$ cat config.mk
export PLATFORM = sky130hd
export DESIGN_NAME = brush_tool
export DESIGN_NICKNAME = d
export VERILOG_FILES = /design/src/rtl/brush_tool_pkg.sv /design/src/rtl/brush_tool_mask.sv /design/src/rtl/brush_tool.sv
export SDC_FILE = /design/constraint.sdc
export NUM_CORES = 1
export LEC_CHECK = 0
export CAP_MARGIN = 20
export CORE_UTILIZATION = 65
export CTS_CLUSTER_DIAMETER = 120
export DETAILED_ROUTE_END_ITERATION = 12
export DONT_BUFFER_PORTS = 1
export PLACE_DENSITY_LB_ADDON = 0.1
export SLEW_MARGIN = 20
export SYNTH_ARGS = -nofsm -noshare
export SYNTH_HDL_FRONTEND = slang
export SYNTH_HIERARCHICAL = 1
export SYNTH_SLANG_ARGS = --single-unit
$ cat constraint.sdc
create_clock -name clk -period 10.8 [get_ports clk]
set_clock_uncertainty 0.2 [all_clocks]
set_input_delay 2.16 -clock clk [delete_from_list [all_inputs] [get_ports clk]]
set_output_delay 2.16 -clock clk [all_outputs]
set_load 0.01 [all_outputs]
$ cat src/rtl/brush_tool_pkg.sv
// Shared definitions for the brush tool: colour encoding, brush shapes
// and the stamp FSM state type. The circle brush is enabled by the
// BRUSH_CIRCLE_EN macro (see brush_mask).
package brush_tool_pkg;

    localparam int COLOR_WIDTH = 4;

    localparam logic [COLOR_WIDTH-1:0] COLOR_NONE  = 4'd0;
    localparam logic [COLOR_WIDTH-1:0] COLOR_BLACK = 4'd1;
    localparam logic [COLOR_WIDTH-1:0] COLOR_RED   = 4'd2;
    localparam logic [COLOR_WIDTH-1:0] COLOR_GREEN = 4'd3;
    localparam logic [COLOR_WIDTH-1:0] COLOR_BLUE  = 4'd4;
    localparam logic [COLOR_WIDTH-1:0] COLOR_WHITE = 4'd5;

    typedef enum logic [1:0] {
        BRUSH_SQUARE  = 2'd0,
        BRUSH_DIAMOND = 2'd1,
        BRUSH_CIRCLE  = 2'd2,
        BRUSH_RSVD    = 2'd3
    } brush_shape_t;

    typedef enum logic [1:0] {
        ST_IDLE = 2'd0,
        ST_SCAN = 2'd1,
        ST_DONE = 2'd2
    } brush_state_t;

endpackage

$ cat src/rtl/brush_tool_mask.sv
// Combinational in-shape test for one brush offset (dx, dy) at radius r.
// Macro BRUSH_CIRCLE_EN: when defined, the circle shape uses a true
// dx^2+dy^2 <= r^2 test; when undefined, circle falls back to square and
// no multipliers exist.
module brush_mask
    import brush_tool_pkg::*;
#(
    parameter int SW = 12,
    parameter int RW = 3
) (
    input  logic signed [SW-1:0] dx_i,
    input  logic signed [SW-1:0] dy_i,
    input  logic        [RW-1:0] r_i,
    input  brush_shape_t         shape_i,
    output logic                 in_shape_o
);

    logic [SW-1:0] adx;
    logic [SW-1:0] ady;
    logic [SW:0]   manh;

`ifdef BRUSH_CIRCLE_EN
    localparam int PW = 2*RW + 1;
    // Offsets never exceed r, so their magnitudes fit in RW bits.
    logic [PW-1:0] ax, ay, dist2, rr;
    assign ax    = PW'(adx[RW-1:0]);
    assign ay    = PW'(ady[RW-1:0]);
    assign dist2 = ax*ax + ay*ay;
    assign rr    = PW'(r_i) * PW'(r_i);
`endif

    // Magnitudes, Manhattan distance and the per-shape decision.
    always_comb begin
        adx  = dx_i[SW-1] ? -dx_i : dx_i;
        ady  = dy_i[SW-1] ? -dy_i : dy_i;
        manh = {1'b0, adx} + {1'b0, ady};
        in_shape_o = 1'b1;
        case (shape_i)
            BRUSH_DIAMOND: in_shape_o = (manh <= (SW+1)'(r_i));
`ifdef BRUSH_CIRCLE_EN
            BRUSH_CIRCLE:  in_shape_o = (dist2 <= rr);
`endif
            default:       in_shape_o = 1'b1;
        endcase
    end

endmodule

$ cat src/rtl/brush_tool.sv
// Brush stamp engine: latches a request, raster-scans the (2r+1)^2 box
// around the cursor and emits one registered frame-buffer write per
// in-shape, on-screen pixel, followed by a one-cycle done pulse.
// Optional circle brush: macro BRUSH_CIRCLE_EN (handled in brush_mask).
module brush_tool
    import brush_tool_pkg::*;
#(
    parameter int WIDTH      = 640,
    parameter int HEIGHT     = 480,
    parameter int MAX_RADIUS = 7
) (
    input  logic                            clk,
    input  logic                            reset,
    input  logic                            enable,
    input  logic [$clog2(WIDTH)-1:0]        cursor_x,
    input  logic [$clog2(HEIGHT)-1:0]       cursor_y,
    input  logic [COLOR_WIDTH-1:0]          input_color,
    input  logic [$clog2(MAX_RADIUS+1)-1:0] radius,
    input  logic [1:0]                      shape,
    output logic [$clog2(WIDTH)-1:0]        pixel_x,
    output logic [$clog2(HEIGHT)-1:0]       pixel_y,
    output logic [COLOR_WIDTH-1:0]          pixel_color,
    output logic                            pixel_valid,
    output logic                            busy,
    output logic                            done
);

    localparam int XW = $clog2(WIDTH);
    localparam int YW = $clog2(HEIGHT);
    localparam int RW = $clog2(MAX_RADIUS+1);
    localparam int SW = $clog2((WIDTH > HEIGHT) ? WIDTH : HEIGHT) + 2;

    localparam logic        [RW-1:0] RMAX  = RW'(MAX_RADIUS);
    localparam logic signed [SW-1:0] W_S   = SW'(WIDTH);
    localparam logic signed [SW-1:0] H_S   = SW'(HEIGHT);
    localparam logic signed [SW-1:0] ONE_S = SW'(1);

    brush_state_t           state_q;
    logic [XW-1:0]          cx_q;
    logic [YW-1:0]          cy_q;
    logic [COLOR_WIDTH-1:0] col_q;
    brush_shape_t           shape_q;
    logic [RW-1:0]          r_q;
    logic signed [SW-1:0]   dx_q, dy_q;
    logic [XW-1:0]          px_q;
    logic [YW-1:0]          py_q;
    logic [COLOR_WIDTH-1:0] pc_q;
    logic                   pv_q, busy_q, done_q;

    logic [RW-1:0]          r_d;
    logic signed [SW-1:0]   r_s, r_start_s, cx_s, cy_s, x_s, y_s;
    logic                   on_screen, in_shape, last_cand;

    // Clamp the requested radius; all candidate arithmetic is signed and
    // wide enough that off-screen sums stay negative/oversize instead of wrapping.
    assign r_d       = (radius > RMAX) ? RMAX : radius;
    assign r_start_s = -(SW'(r_d));
    assign r_s       = SW'(r_q);
    assign cx_s      = SW'(cx_q);
    assign cy_s      = SW'(cy_q);
    assign x_s       = cx_s + dx_q;
    assign y_s       = cy_s + dy_q;
    assign on_screen = !x_s[SW-1] && (x_s < W_S) && !y_s[SW-1] && (y_s < H_S);
    assign last_cand = (dx_q == r_s) && (dy_q == r_s);

    brush_mask #(.SW(SW), .RW(RW)) u_mask (
        .dx_i       (dx_q),
        .dy_i       (dy_q),
        .r_i        (r_q),
        .shape_i    (shape_q),
        .in_shape_o (in_shape)
    );

    // Stamp FSM: accept in IDLE, one candidate per cycle in SCAN, done pulse.
    always_ff @(posedge clk or negedge reset) begin
        if (!reset) begin
            state_q <= ST_IDLE;
            cx_q    <= '0;
            cy_q    <= '0;
            col_q   <= COLOR_NONE;
            shape_q <= BRUSH_SQUARE;
            r_q     <= '0;
            dx_q    <= '0;
            dy_q    <= '0;
            px_q    <= '0;
            py_q    <= '0;
            pc_q    <= COLOR_NONE;
            pv_q    <= 1'b0;
            busy_q  <= 1'b0;
            done_q  <= 1'b0;
        end else begin
            case (state_q)
                ST_IDLE: begin
                    pv_q   <= 1'b0;
                    pc_q   <= COLOR_NONE;
                    busy_q <= 1'b0;
                    done_q <= 1'b0;
                    if (enable) begin
                        cx_q    <= cursor_x;
                        cy_q    <= cursor_y;
                        col_q   <= input_color;
                        shape_q <= brush_shape_t'(shape);
                        r_q     <= r_d;
                        dx_q    <= r_start_s;
                        dy_q    <= r_start_s;
                        state_q <= ST_SCAN;
                    end
                end
                ST_SCAN: begin
                    busy_q <= 1'b1;
                    done_q <= 1'b0;
                    if (in_shape && on_screen) begin
                        pv_q <= 1'b1;
                        px_q <= x_s[XW-1:0];
                        py_q <= y_s[YW-1:0];
                        pc_q <= col_q;
                    end else begin
                        pv_q <= 1'b0;
                        pc_q <= COLOR_NONE;
                    end
                    if (last_cand) begin
                        state_q <= ST_DONE;
                    end else if (dx_q == r_s) begin
                        dx_q <= -r_s;
                        dy_q <= dy_q + ONE_S;
                    end else begin
                        dx_q <= dx_q + ONE_S;
                    end
                end
                ST_DONE: begin
                    busy_q  <= 1'b0;
                    done_q  <= 1'b1;
                    pv_q    <= 1'b0;
                    pc_q    <= COLOR_NONE;
                    state_q <= ST_IDLE;
                end
                default: state_q <= ST_IDLE;
            endcase
        end
    end

    assign pixel_x     = px_q;
    assign pixel_y     = py_q;
    assign pixel_color = pc_q;
    assign pixel_valid = pv_q;
    assign busy        = busy_q;
    assign done        = done_q;

endmodule

### Yosys cells after proc, flatten, opt, wreduce, memory -nomap -nowiden

Cells that the tools add are included.

* reductions and logical operators: 18
* equality and inequality tests: 9
* $lt $le $gt $ge: 4
* muxes and demuxes: 20
* $add $sub $neg: 9

Operators by type and width (count)
* 12-bit two-way mux: 7
* 12-bit case mux with 2 select lines: 2
* 12-bit by 2-bit adder with 12-bit output, second input constant: 2
* 12-bit by 4-bit == test with 1-bit output: 2
* 12-bit negator: 2
* 3-bit negator with 12-bit output: 2
* 12-bit by 12-bit adder with 13-bit output: 1
* 13-bit by 3-bit <= comparator with 1-bit output: 1
* 10-bit by 12-bit adder with 12-bit output: 1
* 11-bit by 12-bit adder with 12-bit output: 1
* 12-bit by 10-bit < comparator with 1-bit output, second input constant: 1
* 12-bit by 11-bit < comparator with 1-bit output, second input constant: 1
* 2-bit inequality test, second input constant: 4
* 4-bit case mux with 2 select lines: 1
* 1-bit case mux with 2 select lines: 3
* 2-bit AND reduction: 3
* 2-bit nonzero test: 3
* 1-bit logical AND: 5
* 2-bit by 1-bit == test with 1-bit output, second input constant: 2
* 2-bit two-way mux: 2
* 4-bit two-way mux: 1
* 2-bit case mux with 2 select lines: 1
* 4-bit AND reduction: 1
* 2-bit OR reduction: 2
* 7 further kinds: 9

* word-level logic and storage cells: 74
* output and inout port bits: 26
* bits in registers: 80

### Depth between registers and ports, before layout

* word-level depth: 8
* gate-level depth with buffers: 21
* depth with buffers taken out: 20

### Modules after synthesis

The synthesis kept the hierarchy.

Modules (own cells, without submodules)
* brush_tool: area each 4928.5 um^2, instances 1, cells each 507
* brush_mask: area each 1053.5 um^2, instances 1, cells each 144

### Worst setup path before layout

Ideal clock, no wire load.

* path type: register -> register
* from: register dy_q[0]
* to: register px_q[0] (netlist: pixel_x[0])
* path slack: 6237 ps
* buffers on the path: 1
* cell stages (with the launch flop): 22
* arrival time: 4237 ps
* required time: 10475 ps
* cell sequence: dfrtp_1 inv_1 ha_1 nand2b_1 or4_1 or2_1 o21ai_1 xnor2_1 ha_1 nand2_1 nor2_1 a211o_1 nor4_2 nand4b_1 o41ai_2 nand2_1 a211oi_1 o211ai_1 a2111oi_4 nand2_2 buf_6 mux2_4

* word-level cells in the longest chain between the ends: 7
* elaborated cells between the ends (all ways): 12
* classes of those cells: add/sub: 3; order compare: 2; mux: 2; reduce/logical: 5

Ends and longest elaborated chain
* start, declared: RTL line brush_tool.sv:44 `logic signed [SW-1:0] dx_q, dy_q;`
* start signal, assigned: RTL line brush_tool.sv:105 `dy_q <= r_start_s;`
* start signal, assigned: RTL line brush_tool.sv:125 `dy_q <= dy_q + ONE_S;`
* 12-bit negator: RTL line brush_tool_mask.sv:35 `ady = dy_i[SW-1] ? -dy_i : dy_i;`
* 12-bit two-way mux (*): RTL line brush_tool_mask.sv:35
* 12-bit by 12-bit adder with 13-bit output (*): RTL line brush_tool_mask.sv:36 `manh = {1'b0, adx} + {1'b0, ady};`
* 13-bit by 3-bit <= comparator with 1-bit output (*): RTL line brush_tool_mask.sv:39 `BRUSH_DIAMOND: in_shape_o = (manh <= (SW+1)'(r_i));`
* 1-bit two-way mux (*): RTL line brush_tool_mask.sv:38 `case (shape_i)`
* named net in_shape: RTL line brush_tool.sv:52 `logic on_screen, in_shape, last_cand;`
* 1-bit logical AND (*): RTL line brush_tool.sv:112 `if (in_shape && on_screen) begin`
* 2-bit AND reduction (no source line) (*)
* end signal, assigned: RTL line brush_tool.sv:114 `px_q <= x_s[XW-1:0];`
* end, declared: RTL line brush_tool.sv:45 `logic [XW-1:0] px_q;`

Mark *: on every way through the listed nets, which the timed path passes. The rest lies on a longest branch.
A chain may end at the register's enable or synchronous reset.

### Final worst setup path

* from: register dy_q[1]
* to: register py_q[7] (netlist: pixel_y[7])

* word-level cells in the longest chain between the ends: 7
* elaborated cells between the ends (all ways): 12
* classes of those cells: add/sub: 3; order compare: 2; mux: 2; reduce/logical: 5

Ends and longest elaborated chain
* 12-bit negator: RTL line brush_tool_mask.sv:35
* 12-bit two-way mux (*): RTL line brush_tool_mask.sv:35
* 12-bit by 12-bit adder with 13-bit output (*): RTL line brush_tool_mask.sv:36
* 13-bit by 3-bit <= comparator with 1-bit output (*): RTL line brush_tool_mask.sv:39
* 1-bit two-way mux (*): RTL line brush_tool_mask.sv:38
* named net in_shape: RTL line brush_tool.sv:52
* 1-bit logical AND (*): RTL line brush_tool.sv:112
* 2-bit AND reduction (no source line) (*)
* end signal, assigned: RTL line brush_tool.sv:115 `py_q <= y_s[YW-1:0];`
* end, declared: RTL line brush_tool.sv:46 `logic [YW-1:0] py_q;`

Marked as above.

==> metrics.log <==
INFO  metric run_status = complete, but fails checks
INFO  metric violated_checks = design-rule violations
INFO  metric cts_hold_repair.buffers = 0
INFO  metric tritoncts_clock_tree = done
INFO  metric post_synth_instance_area = 5982 µm²
INFO  metric ys_seq_elements = 80
INFO  metric ys_async_sr_fraction = 1.000
INFO  metric detail_route.iter0.violations = 240
INFO  metric ff2ff_setup_slack = 5460 ps
INFO  metric antenna_found_initial = 0
INFO  metric synth_fp_nets = 727
INFO  metric area_of_the_core_region = 8806 µm²
INFO  metric place_ws = 5549 ps
INFO  metric hold_viol_final = 0
INFO  metric detailedPlacementHpwl = 10.51 mm
INFO  metric fp.dieArea = 9590 µm²
INFO  metric hold_path.class = reg2reg
INFO  metric detail_route.drc_violations = 6
INFO  metric via_count_of_the_first_global_routing_pass = 4,758
INFO  metric place.gp.congestion = 0.9896
INFO  metric routedWlPerCell = 18.81 µm
INFO  metric timing_max_transition_violations_final = 0
INFO  metric number_of_flops_mapped_to_enable_cells_by_yosys = 0
INFO  metric startpoint_type_of_the_worst_setup_path = flip-flop
INFO  metric drt-pass1-iter-count = 9
INFO  metric maxClockFrequency = 187.4 MHz
INFO  metric global_route_wire_length_before_repair = 23.44 mm
INFO  metric drv_cap = 0
INFO  metric yosys.cell_types.count = 70
INFO  metric timing.slew.headroom = 0.3692
INFO  metric synthToLayoutAreaGrowth = 3.911%
INFO  metric layout-drive-gt1-share = 0.1113
INFO  metric numCtsBuffers = 9
INFO  metric syn_area_per_cell = 9.189 µm²
INFO  metric io_pins = 57
INFO  metric grt_ovf = 0
INFO  metric h-tree-depth = 3
INFO  metric chipWidth = 97.93 µm
INFO  metric layout.cells.most_common = sky130_fd_sc_hd__dfrtp_1
INFO  metric postSynthCellCount = 651
INFO  metric critical_path.max_fanout = 23
INFO  metric cp_data_arrival_time = 5370 ps
INFO  metric placed_cells_incl_taps = 739
INFO  metric vias = 4,908
INFO  metric critical_path_class = reg2reg
INFO  metric drt.antenna.violating_nets = 0
INFO  metric clkSlewWorstSetupHoldPaths = 90 ps
INFO  metric setup_viol = 0
INFO  metric tightest_slew = 941.8 ps
INFO  metric timing.final.crit_period = 5335 ps
INFO  metric layout.cells.most_common_list = sky130_fd_sc_hd__dfrtp_1, sky130_fd_sc_hd__o21ai_0, sky130_fd_sc_hd__nand2_1, sky130_fd_sc_hd__xnor2_1
INFO  metric ctsRootBufferMaster = sky130_fd_sc_hd__clkbuf_8
INFO  metric clock_tree.buffer_depth = 2
INFO  metric synth_seq_area_share = 0.3347
INFO  metric cp_data_required_time = 10,830 ps
INFO  metric global_route.usage.total = 0.3084
INFO  metric routed_via_density = 6.501
INFO  metric postSynth.topFlopCell = sky130_fd_sc_hd__dfrtp_1
INFO  metric final.fill_count = 693
INFO  metric worst_slack = 5465 ps
INFO  metric crit_path_end_kind = flip-flop
INFO  metric floorplan.initialDensity = 0.6793
INFO  metric placementRows = 34
INFO  metric antenna_cells = 0
INFO  metric die-height = 97.93 µm
INFO  metric unrepaired_setup_endpoints_after_global_routing = no
INFO  metric ctsResizeCount = 0
INFO  metric layout.cells.non_filler = 755
INFO  metric fin_tns_setup = 0 ps
INFO  metric grt_start_max_net_pins = 81
INFO  metric place.port_buffers = 0
INFO  metric drt_wl_total = 14.20 mm
INFO  metric postCtsSetupBuffers = 0
INFO  metric finish.net_count = 718
INFO  metric clock_insertion_delay_worst_skew = 360 ps
INFO  metric synth-warning-count = 6
INFO  metric clkSinkCount = 80
INFO  metric finalCritPeriodShare = 0.4940
[metal layers]
| layer | track usage | vias to the layer above | share of wire |
|---|---|---|---|
| met5 | 0 | - | 0 |
| met4 | 0.1096 | 0 | 0.022 |
| met3 | 0.05369 | 32 | 0.064 |
| met2 | 0.5233 | 188 | 0.49 |
| met1 | 0.3967 | 2362 | 0.42 |
| li1 | - | 2326 | - |
[final timing paths]
check | from | to | cells after the start
max | dy_q[1] | pixel_y[7] | 20
max in group asynchronous | reset | dy_q[11] | 0
min reg2reg | shape_q[0] | shape_q[0] | 1
min | shape_q[0] | shape_q[0] | 1
max reg2reg | dy_q[1] | pixel_y[7] | 20
min in group asynchronous | reset | col_q[3] | 0
[area by class of cell]
class                      count  area, µm²  area share
multi-input combinational    511       3734      0.6006
sequential                    80       2002      0.3221
inverter                      36      135.1     0.02174
tap                          108      135.1     0.02174
clock buffer                  10      127.6     0.02053
clock inverter                 6      52.55    0.008454
timing repair buffer           4      30.03    0.004831
[metrics by stage]
stage | hold slack (ps) | util | area, µm²
2_1_floorplan | 272.7 | - | 5982
3_3_place_gp | 281.6 | 0.6854 | 6036
3_5_place_dp | 292.5 | 0.6854 | 6036
4_1_cts | 311.9 | 0.7059 | 6216
5_1_grt | 318.7 | 0.7059 | 6216
6_report | 308.7 | 0.7059 | 6216
[Yosys cell counts, types with 15 or more instances]
cell | count | share of area
sky130_fd_sc_hd__nand3_1 | 18 | 0.015
sky130_fd_sc_hd__nand2_1 | 47 | 0.029
sky130_fd_sc_hd__o21ai_1 | 15 | 0.013
sky130_fd_sc_hd__dfrtp_1 | 80 | 0.33
sky130_fd_sc_hd__mux2_2 | 22 | 0.041
sky130_fd_sc_hd__a21oi_1 | 40 | 0.033
sky130_fd_sc_hd__ha_1 | 42 | 0.088
sky130_fd_sc_hd__xnor2_1 | 43 | 0.063
sky130_fd_sc_hd__nand2b_1 | 15 | 0.016
sky130_fd_sc_hd__and3_1 | 16 | 0.017
sky130_fd_sc_hd__inv_1 | 36 | 0.023
sky130_fd_sc_hd__o21ai_0 | 54 | 0.045
sky130_fd_sc_hd__nor2_1 | 42 | 0.026
[sequential cells by signal, summed over array words and instances, names as in the netlist, 2 cells and up]
name	flops
dx_q	12
pixel_y	9
col_q	4
r_q	3
pixel_x	10
cx_q	10
pixel_color	4
dy_q	12
state_q	2
shape_q	2
cy_q	9
[logic make-up after synthesis]
kind of cell	share of synthesized area
AND/OR/NAND/NOR	0.1696
AO/OA/AOI/OAI	0.1908
flip-flops	0.3347
buffers and inverters	0.04204
XOR/XNOR	0.07760
adder cells (fa/ha/maj)	0.09789
multiplexers	0.08743
[critical path, stage by stage, from the launching register on]
cell and delay, ps:
sky130_fd_sc_hd__dfrtp_1 470, sky130_fd_sc_hd__inv_1 120, sky130_fd_sc_hd__ha_1 170, sky130_fd_sc_hd__nand2b_1 80
sky130_fd_sc_hd__or4_1 450, sky130_fd_sc_hd__or2_1 250, sky130_fd_sc_hd__o21ai_1 180, sky130_fd_sc_hd__xnor2_1 140
sky130_fd_sc_hd__ha_1 310, sky130_fd_sc_hd__nand2_1 80, sky130_fd_sc_hd__nor2_1 40, sky130_fd_sc_hd__a211o_1 240
sky130_fd_sc_hd__nor4_2 250, sky130_fd_sc_hd__nand4b_1 130, sky130_fd_sc_hd__o41ai_2 320, sky130_fd_sc_hd__nand2_1 100
sky130_fd_sc_hd__a211oi_1 240, sky130_fd_sc_hd__o211ai_1 230, sky130_fd_sc_hd__a2111oi_4 320, sky130_fd_sc_hd__nand2_2 440
sky130_fd_sc_hd__mux2_4 440
Power is not shown: default switching activity piles up to over one toggle a cycle in this logic, so the estimate is an artifact.
